==> src/rtl/cache_pkg.sv <==
// Shared geometry, fill-state encoding and address slicing for the 2-way, 2KB, 16B-block cache.
package cache_pkg;

    localparam int unsigned WORD_W          = 16;
    localparam int unsigned OFFSET_W        = 4;
    localparam int unsigned SET_W           = 6;
    localparam int unsigned TAG_W           = 6;
    localparam int unsigned WORDS_PER_BLOCK = 8;
    localparam int unsigned WORD_IDX_W      = 3;

    typedef enum logic [1:0] {
        IDLE = 2'd0,
        FILL = 2'd1,
        DONE = 2'd2
    } fill_state_e;

    function automatic logic [SET_W-1:0] set_of(input logic [15:0] addr);
        return addr[OFFSET_W +: SET_W];
    endfunction

    function automatic logic [TAG_W-1:0] tag_of(input logic [15:0] addr);
        return addr[OFFSET_W+SET_W +: TAG_W];
    endfunction

endpackage

==> src/rtl/fill_counter.sv <==
// Word-index counter for the fill engine: synchronous clear, count enable, terminal-count decode.
module fill_counter (
    input  logic                                clk,
    input  logic                                rst_n,
    input  logic                                clr,
    input  logic                                en,
    output logic [cache_pkg::WORD_IDX_W-1:0]    cnt,
    output logic                                tc_c
);

    localparam int unsigned CNT_W = cache_pkg::WORD_IDX_W;

    always_ff @(posedge clk or negedge rst_n) begin
        if (!rst_n) begin
            cnt <= '0;
        end else if (clr) begin
            cnt <= '0;
        end else if (en) begin
            cnt <= cnt + CNT_W'(1);
        end
    end

    assign tc_c = (cnt == '1);

endmodule

==> src/rtl/cache_fill_fsm.sv <==
// Cache miss handler: fetches an 8-word block from memory, streams words into the
// data array as they return, and writes the tag once the last word has landed.
module cache_fill_fsm #(
    parameter int unsigned ADDR_W          = 16,
    parameter int unsigned WORDS_PER_BLOCK = 8,
    parameter int unsigned MEM_LATENCY     = 4
) (
    input  logic                              clk,
    input  logic                              rst,
    input  logic                              miss_detected,
    input  logic [ADDR_W-1:0]                 miss_address,
    input  logic                              memory_data_valid,
    input  logic [cache_pkg::WORD_W-1:0]      memory_data_out,
    output logic                              fsm_busy,
    output logic                              memory_read_en,
    output logic [ADDR_W-1:0]                 memory_address,
    output logic                              write_data_array,
    output logic [WORDS_PER_BLOCK-1:0]        word_sel,
    output logic [cache_pkg::WORD_W-1:0]      fill_data,
    output logic                              write_tag_array,
    output logic [cache_pkg::SET_W-1:0]       fill_set,
    output logic [cache_pkg::TAG_W-1:0]       fill_tag,
    output logic                              fill_done
);

    import cache_pkg::*;

    fill_state_e             state_q;
    fill_state_e             state_d;
    logic [ADDR_W-1:0]       base_q;
    logic [WORD_W-1:0]       fill_data_q;
    logic                    issue_done_q;
    logic                    wr_pend_q;
    logic [WORD_IDX_W-1:0]   issue_cnt;
    logic [WORD_IDX_W-1:0]   ret_cnt;
    logic                    issue_tc;
    logic                    ret_tc;
    logic                    start;
    logic                    issue_en;
    logic                    ret_last;
    logic                    accept;
    logic                    unused_offset_bits;

    // Byte offset within the block never reaches memory.
    assign unused_offset_bits = ^miss_address[OFFSET_W-1:0];

    assign start    = (state_q == IDLE) && miss_detected;
    assign issue_en = (state_q == FILL) && !issue_done_q;
    assign ret_last = wr_pend_q && ret_tc;
    // A valid arriving alongside the final write would be a ninth word; drop it.
    assign accept   = (state_q == FILL) && memory_data_valid && !ret_last;

    fill_counter u_issue_cnt (
        .clk   (clk),
        .rst_n (rst),
        .clr   (start),
        .en    (issue_en),
        .cnt   (issue_cnt),
        .tc_c  (issue_tc)
    );

    fill_counter u_ret_cnt (
        .clk   (clk),
        .rst_n (rst),
        .clr   (start),
        .en    (wr_pend_q),
        .cnt   (ret_cnt),
        .tc_c  (ret_tc)
    );

    always_ff @(posedge clk or negedge rst) begin
        if (!rst) begin
            state_q <= IDLE;
        end else begin
            state_q <= state_d;
        end
    end

    always_comb begin
        state_d = state_q;
        case (state_q)
            IDLE:    if (miss_detected) state_d = FILL;
            FILL:    if (ret_last)      state_d = DONE;
            DONE:                       state_d = IDLE;
            default:                    state_d = IDLE;
        endcase
    end

    // Block base, issue-complete flag and the one-cycle return pipeline.
    always_ff @(posedge clk or negedge rst) begin
        if (!rst) begin
            base_q       <= '0;
            issue_done_q <= 1'b0;
            wr_pend_q    <= 1'b0;
            fill_data_q  <= '0;
        end else begin
            if (start) begin
                base_q       <= {miss_address[ADDR_W-1:OFFSET_W], OFFSET_W'(0)};
                issue_done_q <= 1'b0;
            end else if (issue_en && issue_tc) begin
                issue_done_q <= 1'b1;
            end
            wr_pend_q <= accept;
            if (accept) begin
                fill_data_q <= memory_data_out;
            end
        end
    end

    always_comb begin
        fsm_busy         = (state_q != IDLE) || miss_detected;
        memory_read_en   = issue_en;
        memory_address   = '0;
        write_data_array = wr_pend_q;
        word_sel         = '0;
        fill_data        = fill_data_q;
        write_tag_array  = ret_last;
        fill_set         = set_of(16'(base_q));
        fill_tag         = tag_of(16'(base_q));
        fill_done        = (state_q == DONE);
        if (issue_en) begin
            memory_address = base_q + ADDR_W'({issue_cnt, 1'b0});
        end
        if (wr_pend_q) begin
            word_sel = WORDS_PER_BLOCK'(1) << ret_cnt;
        end
    end

    // The first return of a fill can never beat the nominal memory latency.
    always_ff @(posedge clk) begin
        if (rst && (state_q == FILL) && memory_data_valid && !wr_pend_q
            && (ret_cnt == '0) && !issue_done_q) begin
            assert (32'(issue_cnt) >= MEM_LATENCY);
        end
    end

endmodule

==> config.mk <==
export PLATFORM = sky130hd
export DESIGN_NAME = cache_fill_fsm
export DESIGN_NICKNAME = d
export VERILOG_FILES = /design/src/rtl/cache_pkg.sv /design/src/rtl/fill_counter.sv /design/src/rtl/cache_fill_fsm.sv
export SDC_FILE = /design/constraint.sdc
export NUM_CORES = 1
export LEC_CHECK = 0
export CAP_MARGIN = 25
export CORE_MARGIN = 4
export CORE_UTILIZATION = 43
export CTS_BUF_LIST = sky130_fd_sc_hd__clkbuf_4
export DETAILED_ROUTE_END_ITERATION = 7
export DONT_BUFFER_PORTS = 1
export PLACE_DENSITY = 0.69
export SYNTH_ARGS = -nofsm -noshare
export SYNTH_HDL_FRONTEND = slang
export SYNTH_HIERARCHICAL = 1
export SYNTH_SLANG_ARGS = --single-unit
==> constraint.sdc <==
create_clock -name clk -period 1.86 [get_ports clk]
set_input_delay 0.372 -clock clk [delete_from_list [all_inputs] [get_ports clk]]
set_output_delay 0.372 -clock clk [all_outputs]
set_load 0.005 [all_outputs]
==> results of run 1 <==
## routing by layer
metal	GRT usage, %	vias up	part of all wire [%]
li1	-	471	-
met1	14.7	530	38
met2	23.9	53	52
met3	6.87	5	9.1
met4	5.01	0	1.0
met5	0	-	0
## kinds of logic after synthesis
| group | Yosys count | synth area share [%] |
|---|---|---|
| AOI/OAI and AO/OA | 3 | 1.02 |
| xor gates and xnor gates | 2 | 1.02 |
| adders and majority gates | 4 | 2.91 |
| buffers and inverters | 7 | 2.40 |
| DFF | 38 | 55.3 |
| muxes | 32 | 22.6 |
| other | 1 | 0.218 |
| and+or+nand+nor | 45 | 14.5 |
## critical path, delay by kind of cell, from the launching register on
family	cells	cell delay, ns
AND/OR/NAND/NOR	3	0.50
flip-flops	1	0.45
buffers and inverters	1	0.16
## sequential cells by signal (all words and copies together), names as in the netlist
signal,count
base_q,12
state_q,2
write_data_array,1
u_issue_cnt/cnt,3
issue_done_q,1
fill_data,16
u_ret_cnt/cnt,3
## path summary, 6_finish.rpt
path,start,to,slack [ns],depth (start not counted)
min in group asynchronous,rst,u_issue_cnt/cnt[0],0.49,2
worst min register to register,fill_data[8],fill_data[8],0.55,1
worst min-delay path,memory_data_out[9],fill_data[9],0.17,1
max in group asynchronous,rst,u_ret_cnt/cnt[2],1.18,2
worst max-delay path,state_q[1],memory_address[5],0.04,4
worst max register to register,u_ret_cnt/cnt[0],fill_data[7],0.24,5
## cell usage in the layout, fill, tap and decap left out, types with 2 or more instances in the layout
cell type,Yosys,layout
mux2_4,9,9
nor2_1,16,15
buf_6,1,2
nand2b_1,5,4
a21oi_1,2,2
ha_1,4,4
and2_1,15,15
mux2_2,19,19
nand2_1,3,2
nor3_1,2,2
xnor2_1,2,2
inv_1,3,3
buf_4,2,8
clkbuf_4,0,6
mux2i_1,4,4
dfrtp_1,38,38
## area by class of cell
type                    instances  share of cell area (%)
clock buffers                   6                    2.33
inverters                       3                   0.582
flip-flops and latches         38                    49.2
multi-input cells              87                    38.6
clock inverters                 2                   0.453
well taps                      48                    3.10
repair buffers                 12                    5.82
## stage by stage
| stage | power (uW) | worst slack, ns | TNS [ns] | std cells | area [um2] |
|---|---|---|---|---|---|
| 5_1_grt | 3440 | -0.0309 | -0.350 | 196 | 1930 |
| 3_5_place_dp | 2650 | 0.129 | 0 | 182 | 1800 |
| 4_1_cts | 3120 | 0.0101 | 0 | 193 | 1890 |
| 6_report | 3170 | 0.0434 | 0 | 196 | 1930 |
| 2_1_floorplan | 2350 | 0.189 | 0 | 132 | 1720 |
| 3_3_place_gp | 2570 | 0.182 | 0 | 182 | 1800 |
## where the power goes
| part | switching [uW] | total (uW) | internal [uW] |
|---|---|---|---|
| sequential | 328 | 1520 | 1190 |
| combinational | 561 | 1240 | 678 |
| clock | 256 | 412 | 157 |
## timing repair
item,in CTS,in global routing
resized for setup,1,8
hold buffers,2,0
cloned,0,2
hold endpoints to repair,38,0
pin swaps,0,1
buffers inserted,1,1
setup endpoints to repair,2,16
## cell usage after synthesis
cell type  count  share of area [%]
dfrtp_1       38                 55
mux2_2        19                 12
nor2_1        16                3.5
and2_1        15                5.5
mux2_4         9                7.9
nand2b_1       5                1.8
ha_1           4                2.9
mux2i_1        4                2.3
inv_1          3               0.65
nand2_1        3               0.65
a21oi_1        2               0.58
buf_4          2               0.87
nor3_1         2               0.58
xnor2_1        2                1.0
a21o_1         1               0.44
and2b_1        1               0.44
buf_6          1               0.65
clkbuf_1       1               0.22
conb_1         1               0.22
nand3_4        1                1.0
nor3b_2        1               0.73
or3_1          1               0.36
==> flow_metrics.py, run 1 <==
metrics = {
    "grt": {
        "grt_start_max_net_pins": 39,
        "grt_pass1_wl_um": 5550,
        "grt-ovfl-total": 0,
        "grtUsageTotal_pct": 13.9,
        "grt_pass1_vias": 1151,
        "antenna_found_initial": 0,
    },
    "synth": {
        "yosys_register_bits": 38,
        "synth.net_count": 172,
        "syn_avg_cell_area_um2": 13.0,
        "syn_area_um2": 1720,
        "synthDistinctLibCells": 22,
        "yosys_warnings": 6,
        "synth_seq_area_share_pct": 55.3,
        "synth_cells": 132,
    },
    "floorplanning": {
        "start_util_pct": 45.6,
        "die_w_um": 71.3,
        "io_pins": 93,
        "die_y_um": 71.3,
        "core_um2": 3770,
        "row_count": 22,
        "dieArea_um2": 5080,
    },
    "routing": {
        "wl_um": 3590,
        "routed-via-count": 1059,
        "drtPass1Iterations": 4,
        "vias_per_cell": 5.40,
        "drt_iter0_drc": 41,
        "ant_nets": 0,
        "wl_per_cell_um": 18.3,
        "drc_errors": 0,
    },
    "worst_setup_path": {
        "slowest_stage": "dfrtp_1",
        "endpoint_kind": "output pin",
        "path_max_fanout": 8,
        "slowest_delay_ns": 0.45,
        "critPathKind": "register to output pin",
        "crit_chain": "nand2b_4 -> nor2_4 -> buf_6 -> and2_1",
        "cp.arrival_ns": 1.44,
        "cp.required_ns": 1.49,
        "crit_path_start_kind": "register",
    },
    "timing": {
        "slew_viol_final": 0,
        "setup_viol": 0,
        "clock.fmax_mhz": 550,
        "period_needed_ns": 1.82,
        "finalCritPeriodShare_pct": 97.7,
        "clock_skew_ns": 0.00919,
        "timing_hold_violations_final": 0,
        "worst_hold_slack_ns": 0.172,
    },
    "clocking": {
        "clkTransAtPathRegs_ns": 0.11,
        "cts_tree": "yes",
        "cts-root-buf": "clkbuf_4",
        "cts_made_buffers": 5,
        "htree_levels": 2,
        "cts.path.max_buffers": 2,
        "clkLatencyLatePin_ns": 0.33,
        "clock-sinks": 38,
    },
    "layout": {
        "multiInputGateArea_um2": 746,
        "drive_gt1_share_pct": 34.5,
        "antenna_cells": 0,
        "final_util_pct": 51.3,
        "n_fill_cell": 344,
        "areaGrowthSynthToFinish_pct": 12.4,
        "seq_area_um2": 951,
        "finish.net_count": 187,
    },
    "status": {
        "outcome": "finished, final reports clean",
    },
    "power": {
        "vdd_drop_max_uv": 739,
        "power.density_nw_per_um2": 1640,
        "p_leak_uw": 0.000899,
    },
    "place": {
        "place.gp.congestion": 0.776,
        "place_hpwl_um": 2500,
        "io_buffers": 0,
    },
    "hold_path": {
        "hold_class": "input pin to register",
    },
    "job": {
        "max_cap_viol_count": 0,
    },
}
No activity file was read; power rests on OpenSTA's default activity.
==> run 2, diff against run 1 <==
clock period = 1.8 ns   (was 1.86 ns; I/O delays follow)
==> run 2 against run 1 <==
Total power up 2.4%. Sequential power up 3%. Cell count down 0.51%. Register-to-register slack worse by 0.04 ns. Worst hold slack better by 0.00061 ns. Critical path type unchanged. Clock skew down 0.0041 ns. Clock power up 3%.
==> flow_metrics.py, run 2 (synthesis results as in run 1) <==
metrics = {
    "status": {
        "outcome": "finished, final reports clean",
    },
    "power": {
        "power.density_nw_per_um2": 1680,
        "finalPower_uw": 3250,
        "p_leak_uw": 0.000894,
        "vdd_drop_max_uv": 793,
    },
    "place": {
        "io_buffers": 0,
        "place.gp.congestion": 0.737,
        "place_hpwl_um": 2510,
        "dpl_cell_area_um2": 1800,
    },
    "clocking": {
        "clkTransAtPathRegs_ns": 0.10,
        "cts_tree": "yes",
        "clkLatencyLatePin_ns": 0.33,
        "cts_made_buffers": 5,
        "htree_levels": 2,
        "cts-root-buf": "clkbuf_4",
        "cts.path.max_buffers": 2,
        "clock-sinks": 38,
    },
    "layout": {
        "multiInputGateArea_um2": 748,
        "largest_reg_flops": 16,
        "fin_area_um2": 1930,
        "n_fill_cell": 337,
        "seq_area_um2": 952,
        "final_cell_mix": "dfrtp_1, mux2_2, nor2_1, and2_1, mux2_4",
        "mostFrequentLayoutCell": "dfrtp_1",
        "finish.net_count": 187,
        "areaGrowthSynthToFinish_pct": 12.4,
        "antenna_cells": 0,
        "drive_gt1_share_pct": 36.1,
    },
    "floorplanning": {
        "die_w_um": 71.3,
        "io_pins": 93,
        "row_count": 22,
        "start_util_pct": 45.6,
        "core_um2": 3770,
        "dieArea_um2": 5080,
        "die_y_um": 71.3,
    },
    "grt": {
        "grt_pass1_vias": 1136,
        "grt_pass1_wl_um": 5510,
        "grtUsageTotal_pct": 13.9,
        "antenna_found_initial": 0,
        "grt-ovfl-total": 0,
        "grt_start_max_net_pins": 39,
    },
    "timing": {
        "setup_viol": 0,
        "clock_skew_ns": 0.00504,
        "clock.fmax_mhz": 585,
        "finalCritPeriodShare_pct": 95.0,
        "timing_hold_violations_final": 0,
        "period_needed_ns": 1.71,
        "rsz0062_at_grt": "yes",
        "slew_viol_final": 0,
    },
    "worst_setup_path": {
        "slowest_delay_ns": 0.39,
        "crit_path_start_kind": "register",
        "cp.arrival_ns": 1.35,
        "cp_top_family": "flip-flops",
        "crit_chain": "ha_2 -> ha_1 -> nand2_2 -> buf_4 -> inv_1",
        "endpoint_kind": "output pin",
        "worst-path-buf-inv": 2,
        "path_max_fanout": 3,
        "cp.required_ns": 1.44,
        "slowest_stage": "dfrtp_1",
        "critPathKind": "register to output pin",
    },
    "routing": {
        "wl_um": 3450,
        "ant_nets": 0,
        "drc_errors": 0,
        "vias_per_cell": 5.35,
        "drtPass1Iterations": 4,
        "drt_iter0_drc": 43,
        "wl_per_cell_um": 17.7,
        "routed-via-count": 1044,
    },
    "hold_path": {
        "hold_class": "input pin to register",
    },
    "job": {
        "max_cap_viol_count": 0,
    },
}
-- run 2: cell count changes in the layout (fill, tap and decap cells not counted), sizes merged --
cell | before | now
clkbuf | 6 | 7
clkinv | 2 | 0
-- run 2: repair_timing --
action	CTS	global route
endpoints found under the hold margin	38	0
setup endpoints to repair	16	16
pin swaps	0	2
gates resized for setup	2	8
cloned	0	2
hold buffers	2	0
buffers inserted	1	0
-- run 2: metal layers --
metal	GRT usage [%]	routed length, um
met5	0	0
met4	5.01	46
met3	7.71	347
met2	24.0	1790
met1	14.2	1270
-- run 2: worst reg2reg max path, stage by stage (launching register included) --
cell and delay [ns]:
dfrtp_1 0.39, ha_2 0.19, ha_1 0.18, nand2_2 0.09, nand3_4 0.25, mux2_4 0.39
-- run 2: through the flow --
step | hold slack (ns) | setup TNS, ns | setup WS [ns] | std cells | utilization [%]
CTS | 0.152 | 0 | 0.0105 | 193 | 50.4
floorplan | 0.0644 | 0 | 0.141 | 132 | -
global route | 0.136 | -0.0628 | -0.0128 | 195 | 51.3
detailed placement | 0.0654 | 0 | 0.133 | 183 | 47.8
finish | 0.173 | 0 | 0.0893 | 195 | 51.3
global placement | 0.0653 | 0 | 0.187 | 183 | 47.8
-- run 2: where the power goes --
part / internal, uW / leakage (uW) / switching, uW
clock network: 178 / 0.0000322 / 248
logic: 694 / 0.000411 / 563
registers: 1230 / 0.000451 / 330
-- run 2: path summary, 6_finish.rpt --
path / end / startpoint / cells after the start / slack [ns]
max: write_tag_array / u_ret_cnt/cnt[0] / 5 / 0.09
min: fill_data[13] / memory_data_out[13] / 1 / 0.17
max reg2reg: fill_data[7] / u_ret_cnt/cnt[0] / 5 / 0.20
min reg2reg: fill_data[1] / fill_data[1] / 1 / 0.55
max in group asynchronous: state_q[0] / rst / 2 / 1.14
min in group asynchronous: u_issue_cnt/cnt[2] / rst / 2 / 0.46
-- run 2: layout make-up --
type	instances	share of cell area (%)
clock buffers	7	2.72
multi-input cells	87	38.7
well taps	48	3.10
flip-flops and latches	38	49.2
repair buffers	12	5.69
inverters	3	0.582
==> run 3, diff against run 2 <==
RECOVER_POWER = 50   (was default)
==> run 3 against run 2 <==
Global-route usage did not move. Utilization fell by 0.50 points. Combinational power barely moved. Non-clock buffer count did not move. First-iteration DRC count fell by 9.3%. Worst hold slack barely moved. Critical endpoint unchanged. Highest routed layer unchanged.
==> flow_metrics.py, run 3 (synthesis results as in run 1) <==
metrics = {
    "status": {
        "outcome": "finished, final reports clean",
    },
    "hold_path": {
        "hold_class": "input pin to register",
    },
    "place": {
        "place_hpwl_um": 2510,
        "dpl.cell_count": 183,
        "place.gp.congestion": 0.737,
        "io_buffers": 0,
        "dpl_cell_area_um2": 1800,
    },
    "clocking": {
        "htree_levels": 2,
        "cts.path.max_buffers": 2,
        "clock-sinks": 38,
        "clkLatencyLatePin_ns": 0.33,
        "cts_tree": "yes",
        "clkTransAtPathRegs_ns": 0.10,
        "cts-root-buf": "clkbuf_4",
        "cts_made_buffers": 5,
    },
    "routing": {
        "vias_per_cell": 5.38,
        "wl_per_cell_um": 17.7,
        "drc_errors": 0,
        "ant_nets": 0,
        "routed-via-count": 1050,
        "drtPass1Iterations": 4,
        "wl_um": 3440,
        "drt_iter0_drc": 39,
    },
    "floorplanning": {
        "start_util_pct": 45.6,
        "dieArea_um2": 5080,
        "die_w_um": 71.3,
        "row_count": 22,
        "io_pins": 93,
        "die_y_um": 71.3,
        "core_um2": 3770,
    },
    "power": {
        "finalPower_uw": 3230,
        "p_leak_uw": 0.000885,
        "vdd_drop_max_uv": 792,
        "power.density_nw_per_um2": 1690,
    },
    "layout": {
        "fin_area_um2": 1920,
        "n_fill_cell": 338,
        "mostFrequentLayoutCell": "dfrtp_1",
        "antenna_cells": 0,
        "final_cell_count_no_fill": 195,
        "drive_gt1_share_pct": 35.4,
        "final_cell_mix": "dfrtp_1, mux2_2, nor2_1, and2_1, mux2_4",
        "largest_reg_flops": 16,
        "areaGrowthSynthToFinish_pct": 11.3,
        "finish.net_count": 187,
    },
    "grt": {
        "grt_pass1_vias": 1136,
        "grt-ovfl-total": 0,
        "grtUsageTotal_pct": 13.9,
        "met2_usage_pct": 24.0,
        "grt_pass1_wl_um": 5510,
        "grt_use_met3_pct": 7.71,
        "antenna_found_initial": 0,
        "top_usage_layer": "met2",
        "grt_start_max_net_pins": 39,
        "grt_util_met1_pct": 14.2,
    },
    "timing": {
        "timing_hold_violations_final": 0,
        "period_needed_ns": 1.71,
        "finalCritPeriodShare_pct": 94.9,
        "relSlewSlack_pct": 40.2,
        "clock_skew_ns": 0.00451,
        "worst_hold_slack_ns": 0.173,
        "fin_setup_tns_ns": 0,
        "slew_viol_final": 0,
        "clock.fmax_mhz": 585,
        "tightest_slew_ns": 0.897,
        "rsz0062_at_grt": "yes",
        "setup_viol": 0,
    },
    "worst_setup_path": {
        "endpoint_kind": "output pin",
        "crit_path_start_kind": "register",
        "cp.required_ns": 1.44,
        "path_max_fanout": 3,
        "critPathKind": "register to output pin",
        "cp.arrival_ns": 1.35,
    },
    "job": {
        "max_cap_viol_count": 0,
    },
}
run 3: per-stage QoR:
step | setup WS, ns | util (%)
floorplan | 0.141 | -
global placement | 0.187 | 47.8
detailed placement | 0.133 | 47.8
CTS | 0.0105 | 50.4
global route | -0.0128 | 50.8
finish | 0.0916 | 50.8
run 3: power by group:
part           internal (uW)  total [uW]  switching, uW  leakage [uW]
clock network            178         423            245     0.0000322
registers               1230        1560            330      0.000451
logic                    686        1250            559      0.000402
total                   2100        3230           1130      0.000885
run 3: final timing paths:
kind                                     startpoint                  to  slack (ns)  cells after the start
worst max-delay path               u_ret_cnt/cnt[0]     write_tag_array        0.09                      5
worst min-delay path            memory_data_out[13]       fill_data[13]        0.17                      1
worst max register to register     u_ret_cnt/cnt[0]        fill_data[7]        0.21                      5
worst min register to register         fill_data[1]        fill_data[1]        0.55                      1
max in group asynchronous                       rst          state_q[0]        0.52                      2
min in group asynchronous                       rst  u_issue_cnt/cnt[0]        0.68                      2
run 3: area by class of cell:
| type | count | area (um2) | area share [%] |
|---|---|---|---|
| sequential | 38 | 952 | 49.7 |
| multi-input combinational | 87 | 748 | 39.1 |
| timing repair buffer | 12 | 91.3 | 4.77 |
| tap | 48 | 60.1 | 3.14 |
| clock buffer | 7 | 52.6 | 2.74 |
| inverter | 3 | 11.3 | 0.588 |
run 3: critical path, cell delays in order, from the launching register on:
cell and delay, ns:
dfrtp_1 0.39, ha_2 0.19, ha_1 0.18, nand2_2 0.09
buf_4 0.12, inv_1 0.05
run 3: repair_timing:
| item | 4_1_cts | 5_1_grt |
|---|---|---|
| gates cloned | 0 | 2 |
| endpoints found under the hold margin | 38 | 0 |
| pin swaps | 0 | 2 |
| resized for setup | 2 | 8 |
| endpoints found under the setup margin | 16 | 16 |
| buffers inserted | 1 | 0 |
| hold buffers | 2 | 0 |
run 3: layer usage:
metal  wire [um]  part of all wire (%)  vias up
met3         347                    10        6
li1            -                     -      468
met5           0                     0        -
met1        1230                    36      521
met4          46                   1.3        0
met2        1820                    53       55
==> RTL edit 1: new RTL, settings of run 1 <==
Register the output `memory_address`; this adds one clock of latency there. The other outputs are not delayed to match.
--- a/src/rtl/cache_fill_fsm.sv
+++ b/src/rtl/cache_fill_fsm.sv
@@ -24,6 +24,8 @@
 );
 
     import cache_pkg::*;
+
+    logic [ADDR_W-1:0] memory_address_d;
 
     fill_state_e             state_q;
     fill_state_e             state_d;
@@ -110,7 +112,7 @@
     always_comb begin
         fsm_busy         = (state_q != IDLE) || miss_detected;
         memory_read_en   = issue_en;
-        memory_address   = '0;
+        memory_address_d = '0;
         write_data_array = wr_pend_q;
         word_sel         = '0;
         fill_data        = fill_data_q;
@@ -119,7 +121,7 @@
         fill_tag         = tag_of(16'(base_q));
         fill_done        = (state_q == DONE);
         if (issue_en) begin
-            memory_address = base_q + ADDR_W'({issue_cnt, 1'b0});
+            memory_address_d = base_q + ADDR_W'({issue_cnt, 1'b0});
         end
         if (wr_pend_q) begin
             word_sel = WORDS_PER_BLOCK'(1) << ret_cnt;
@@ -134,5 +136,9 @@
         end
     end
 
+    always_ff @(posedge clk) begin
+        memory_address <= memory_address_d;
+    end
+
 endmodule
 
Formal check against the unedited RTL: not equivalent (Yosys sat finds a counterexample within 4 cycles, from zero or initial values and one cycle with rst low).
==> RTL edit 1 against run 1 <==
Area after synthesis increased by 17%; sequential share of layout area increased by 7.5 points; first-iteration DRC count fell by 51%; hold slack worse by 0.018 ns; largest cell class unchanged; highest routed layer unchanged; routed wire length is 2.7% higher; utilization down 1.6 points; power is 15% higher; design area rose by 14%; worst setup slack improved by 0.097 ns; sequential cell count is 15 higher.
==> RTL edit 1: results (changes against run 1) <==
[metrics] outcome: finished clean
[metrics] violation count after the first detailed-routing iteration: 20 (-51%)
[metrics] standby leakage power: 1.01 nW (+12%)
[metrics] nets in the synthesized netlist: 187 (+8.7%)
[metrics] min-delay src: memory_data_out[15]
[metrics] number of global-route vias before repair: 1,179 (+2.4%)
[metrics] Post-CTS Repair Setup Buffers: 0 (-1)
[metrics] switching power: 1.18 mW (+2.9%)
[metrics] shortest period the worst path allows: 1.72 ns (-0.0972 ns)
[metrics] wire length of the first global-routing pass: 5890 µm (+6.1%)
[metrics] Placed Instances: 202 (+11%)
[metrics] Post-Synthesis Mean Instance Area: 13.7 µm² (+5.5%)
[metrics] Top Family by Delay on Critical Path: flip-flops
[metrics] Clock Latency Late Sink: 0.35 ns (+0.02 ns)
[metrics] data arrival time of the critical path: 1.35 ns (-0.09 ns)
[metrics] largest cells by area after synthesis: dfrtp_1, dfxtp_1, mux2_2
[metrics] peak supply drop: 596 µV (-19%)
[metrics] RePlAce Congestion: 0.640 (-17%)
[metrics] Layout Nets: 199 (+6.4%)
[metrics] final HPWL from detailed placement: 2860 µm (+14%)
[metrics] count of vias placed by the detailed router: 1,133 (+7.0%)
[metrics] Post-Place Setup Slack: 0.206 ns (+0.0768 ns)
[metrics] setup slack, reg-to-reg: 0.21 ns (-0.03 ns)
[metrics] filler cell count in the final layout: 400 (+16%)
[metrics] end of the worst register-to-register path: fill_data[13]$_DFFE_PN0P_
[metrics] Yosys cell types: 23 (+4.5%)
[metrics] overall track demand over capacity in global routing: 0.129 (-0.0103)
-- RTL edit 1: cell types whose count changed after synthesis, sizes merged --
cell	before	now
dfxtp	0	15
-- RTL edit 1: layout make-up --
class / instances / area share
clock buffer: 6 / 0.0204
clock inverter: 2 / 0.00454
tap: 52 / 0.0295
multi-input combinational: 87 / 0.334
inverter: 3 / 0.00510
sequential: 53 / 0.567
timing repair buffer: 9 / 0.0391
-- RTL edit 1: power groups by stage --
stage	Combinational [mW]	Sequential, mW	Clock [mW]
3_3_place_gp	1.01	2.06	0
3_5_place_dp	1.08	2.09	0
2_1_floorplan	0.840	1.99	0
5_1_grt	1.25	2.12	0.557
4_1_cts	1.11	2.07	0.498
6_report	1.12	2.06	0.469
-- RTL edit 1: kinds of logic after synthesis --
kind of cell               share of synthesized area
DFF                                            0.619
and+or+nand+nor                                0.124
muxes                                          0.193
buffers and inverters                         0.0204
adders and majority gates                     0.0248
AOI/OAI and AO/OA                            0.00867
xor gates and xnor gates                     0.00867
other                                        0.00186
==> RTL edit 2: new RTL, settings of run 1 <==
Made on the original files. `WORDS_PER_BLOCK` is set to 8 in 2 places; all go to 16.
--- a/src/rtl/cache_pkg.sv
+++ b/src/rtl/cache_pkg.sv
@@ -5,7 +5,7 @@
     localparam int unsigned OFFSET_W        = 4;
     localparam int unsigned SET_W           = 6;
     localparam int unsigned TAG_W           = 6;
-    localparam int unsigned WORDS_PER_BLOCK = 8;
+    localparam int unsigned WORDS_PER_BLOCK = 16;
     localparam int unsigned WORD_IDX_W      = 3;
 
     typedef enum logic [1:0] {
--- a/src/rtl/cache_fill_fsm.sv
+++ b/src/rtl/cache_fill_fsm.sv
@@ -2,7 +2,7 @@
 // data array as they return, and writes the tag once the last word has landed.
 module cache_fill_fsm #(
     parameter int unsigned ADDR_W          = 16,
-    parameter int unsigned WORDS_PER_BLOCK = 8,
+    parameter int unsigned WORDS_PER_BLOCK = 16,
     parameter int unsigned MEM_LATENCY     = 4
 ) (
     input  logic                              clk,
Ports: changed (resized word_sel); port bits go from 93 to 101. The function was not compared with the original's and may differ.
==> RTL edit 2 against run 1 <==
Critical endpoint is now memory_address[3]; clock power decreased by 2%; highest routed layer unchanged; power fell by 0.76%; routed wire length is 3.7% lower; sequential cell count did not move; design area grew 0.39%; worst setup slack improved by 0.057 ns; global-route usage decreased by 1.1 points; die area grew 2.8%; area after synthesis rose by 3.1%.
==> RTL edit 2: results (changes against run 1) <==
[metrics] WL met1: 1340 µm (-1.9%)
[metrics] post-synthesis sequential area ratio: 0.536 (-0.0168)
[metrics] switching power: 1.12 mW (-1.9%)
[metrics] number of global-route vias before repair: 1,043 (-9.4%)
[metrics] filler cell count in the final layout: 362 (+5.2%)
[metrics] Placed Instances: 190 (+4.4%)
[metrics] worst-case clock skew: 0.00405 ns (-0.00515 ns)
[metrics] area enclosed by the die boundary: 0.00522 mm² (+2.8%)
[metrics] Post-Place Setup Slack: 0.0638 ns (-0.0653 ns)
[metrics] outcome: finished clean
[metrics] Post-Synthesis Mean Instance Area: 12.8 µm² (-2.1%)
[metrics] total wire length after detailed routing: 3460 µm (-3.7%)
[metrics] Worst path max stage delay: 0.42 ns (-0.03 ns)
[metrics] overall track demand over capacity in global routing: 0.129 (-0.0105)
[metrics] first-pass iteration count of the detailed router: 3 (-1)
[metrics] peak supply drop: 637 µV (-14%)
[metrics] fraction of layout instances using a drive strength above 1: 0.309 (-0.0354)
[metrics] DP Area: 0.00181 mm² (+0.63%)
[metrics] fin worst setup slack: 0.101 ns (+0.0573 ns)
[metrics] wire length per cell after detailed routing: 17.1 µm (-6.6%)
[metrics] sum of met3 wire segment lengths after detailed routing: 283 µm (-13%)
[metrics] Yosys cell types: 19 (-14%)
[metrics] list of most frequent post-synthesis cells: dfrtp_1, mux2_2, nor2_1
[metrics] largest cells by area after synthesis: dfrtp_1, mux2_2, mux2_4
[metrics] wire length of the first global-routing pass: 5100 µm (-8.2%)
[metrics] final HPWL from detailed placement: 2490 µm (-0.15%)
[metrics] standby leakage power: 0.904 nW (+0.60%)
-- RTL edit 2: timing repair --
item,4_1_cts,5_1_grt
gates resized for setup,1,7
gates cloned,0,1
setup buffers,0,1
hold endpoints to repair,38,0
setup endpoints to repair,15,27
pin swaps,0,2
hold buffers,2,0
-- RTL edit 2: area by class of cell --
cell class / instances / share of cell area
clock buffers: 6 / 0.0232
clock inverters: 2 / 0.00451
inverters: 3 / 0.00580
multi-input cells: 94 / 0.391
flip-flops and latches: 38 / 0.490
well taps: 50 / 0.0322
repair buffers: 9 / 0.0528
-- RTL edit 2: per-layer routing --
layer | global-route usage | up-vias
met2 | 0.210 | 49
met3 | 0.0568 | 5
met5 | 0 | -
met4 | 0.0501 | 0
met1 | 0.148 | 521
li1 | - | 469
-- RTL edit 2: cell families after synthesis --
| kind of cell | count (synthesis) | synth area share |
|---|---|---|
| XOR/XNOR | 2 | 0.00987 |
| AND/OR/NAND/NOR | 44 | 0.134 |
| other | 1 | 0.00211 |
| buffers and inverters | 15 | 0.0614 |
| AO/OA/AOI/OAI | 3 | 0.00917 |
| adder cells (fa/ha/maj) | 4 | 0.0282 |
| flip-flops | 38 | 0.536 |
| multiplexers | 32 | 0.219 |
-- RTL edit 2: final timing paths --
check | from | end | depth (start not counted)
min reg2reg | fill_data[3]$_DFFE_PN0P_ | fill_data[3]$_DFFE_PN0P_ | 1
max | state_q[1]$_DFFE_PN0P_ | memory_address[3] | 4
max in group asynchronous | rst | state_q[0]$_DFFE_PN0P_ | 2
min in group asynchronous | rst | base_q[5]$_DFFE_PN0P_ | 2
min | memory_data_out[11] | fill_data[11]$_DFFE_PN0P_ | 1
max reg2reg | u_ret_cnt/cnt[0]$_DFFE_PN0P_ | fill_data[7]$_DFFE_PN0P_ | 6
-- RTL edit 2: power by group through the flow --
stage	registers (mW)	clock network, mW	logic [mW]
4_1_cts	1.52	0.429	1.17
6_report	1.52	0.405	1.23
3_5_place_dp	1.53	0	1.14
5_1_grt	1.58	0.467	1.36
2_1_floorplan	1.47	0	0.912
3_3_place_gp	1.51	0	1.07
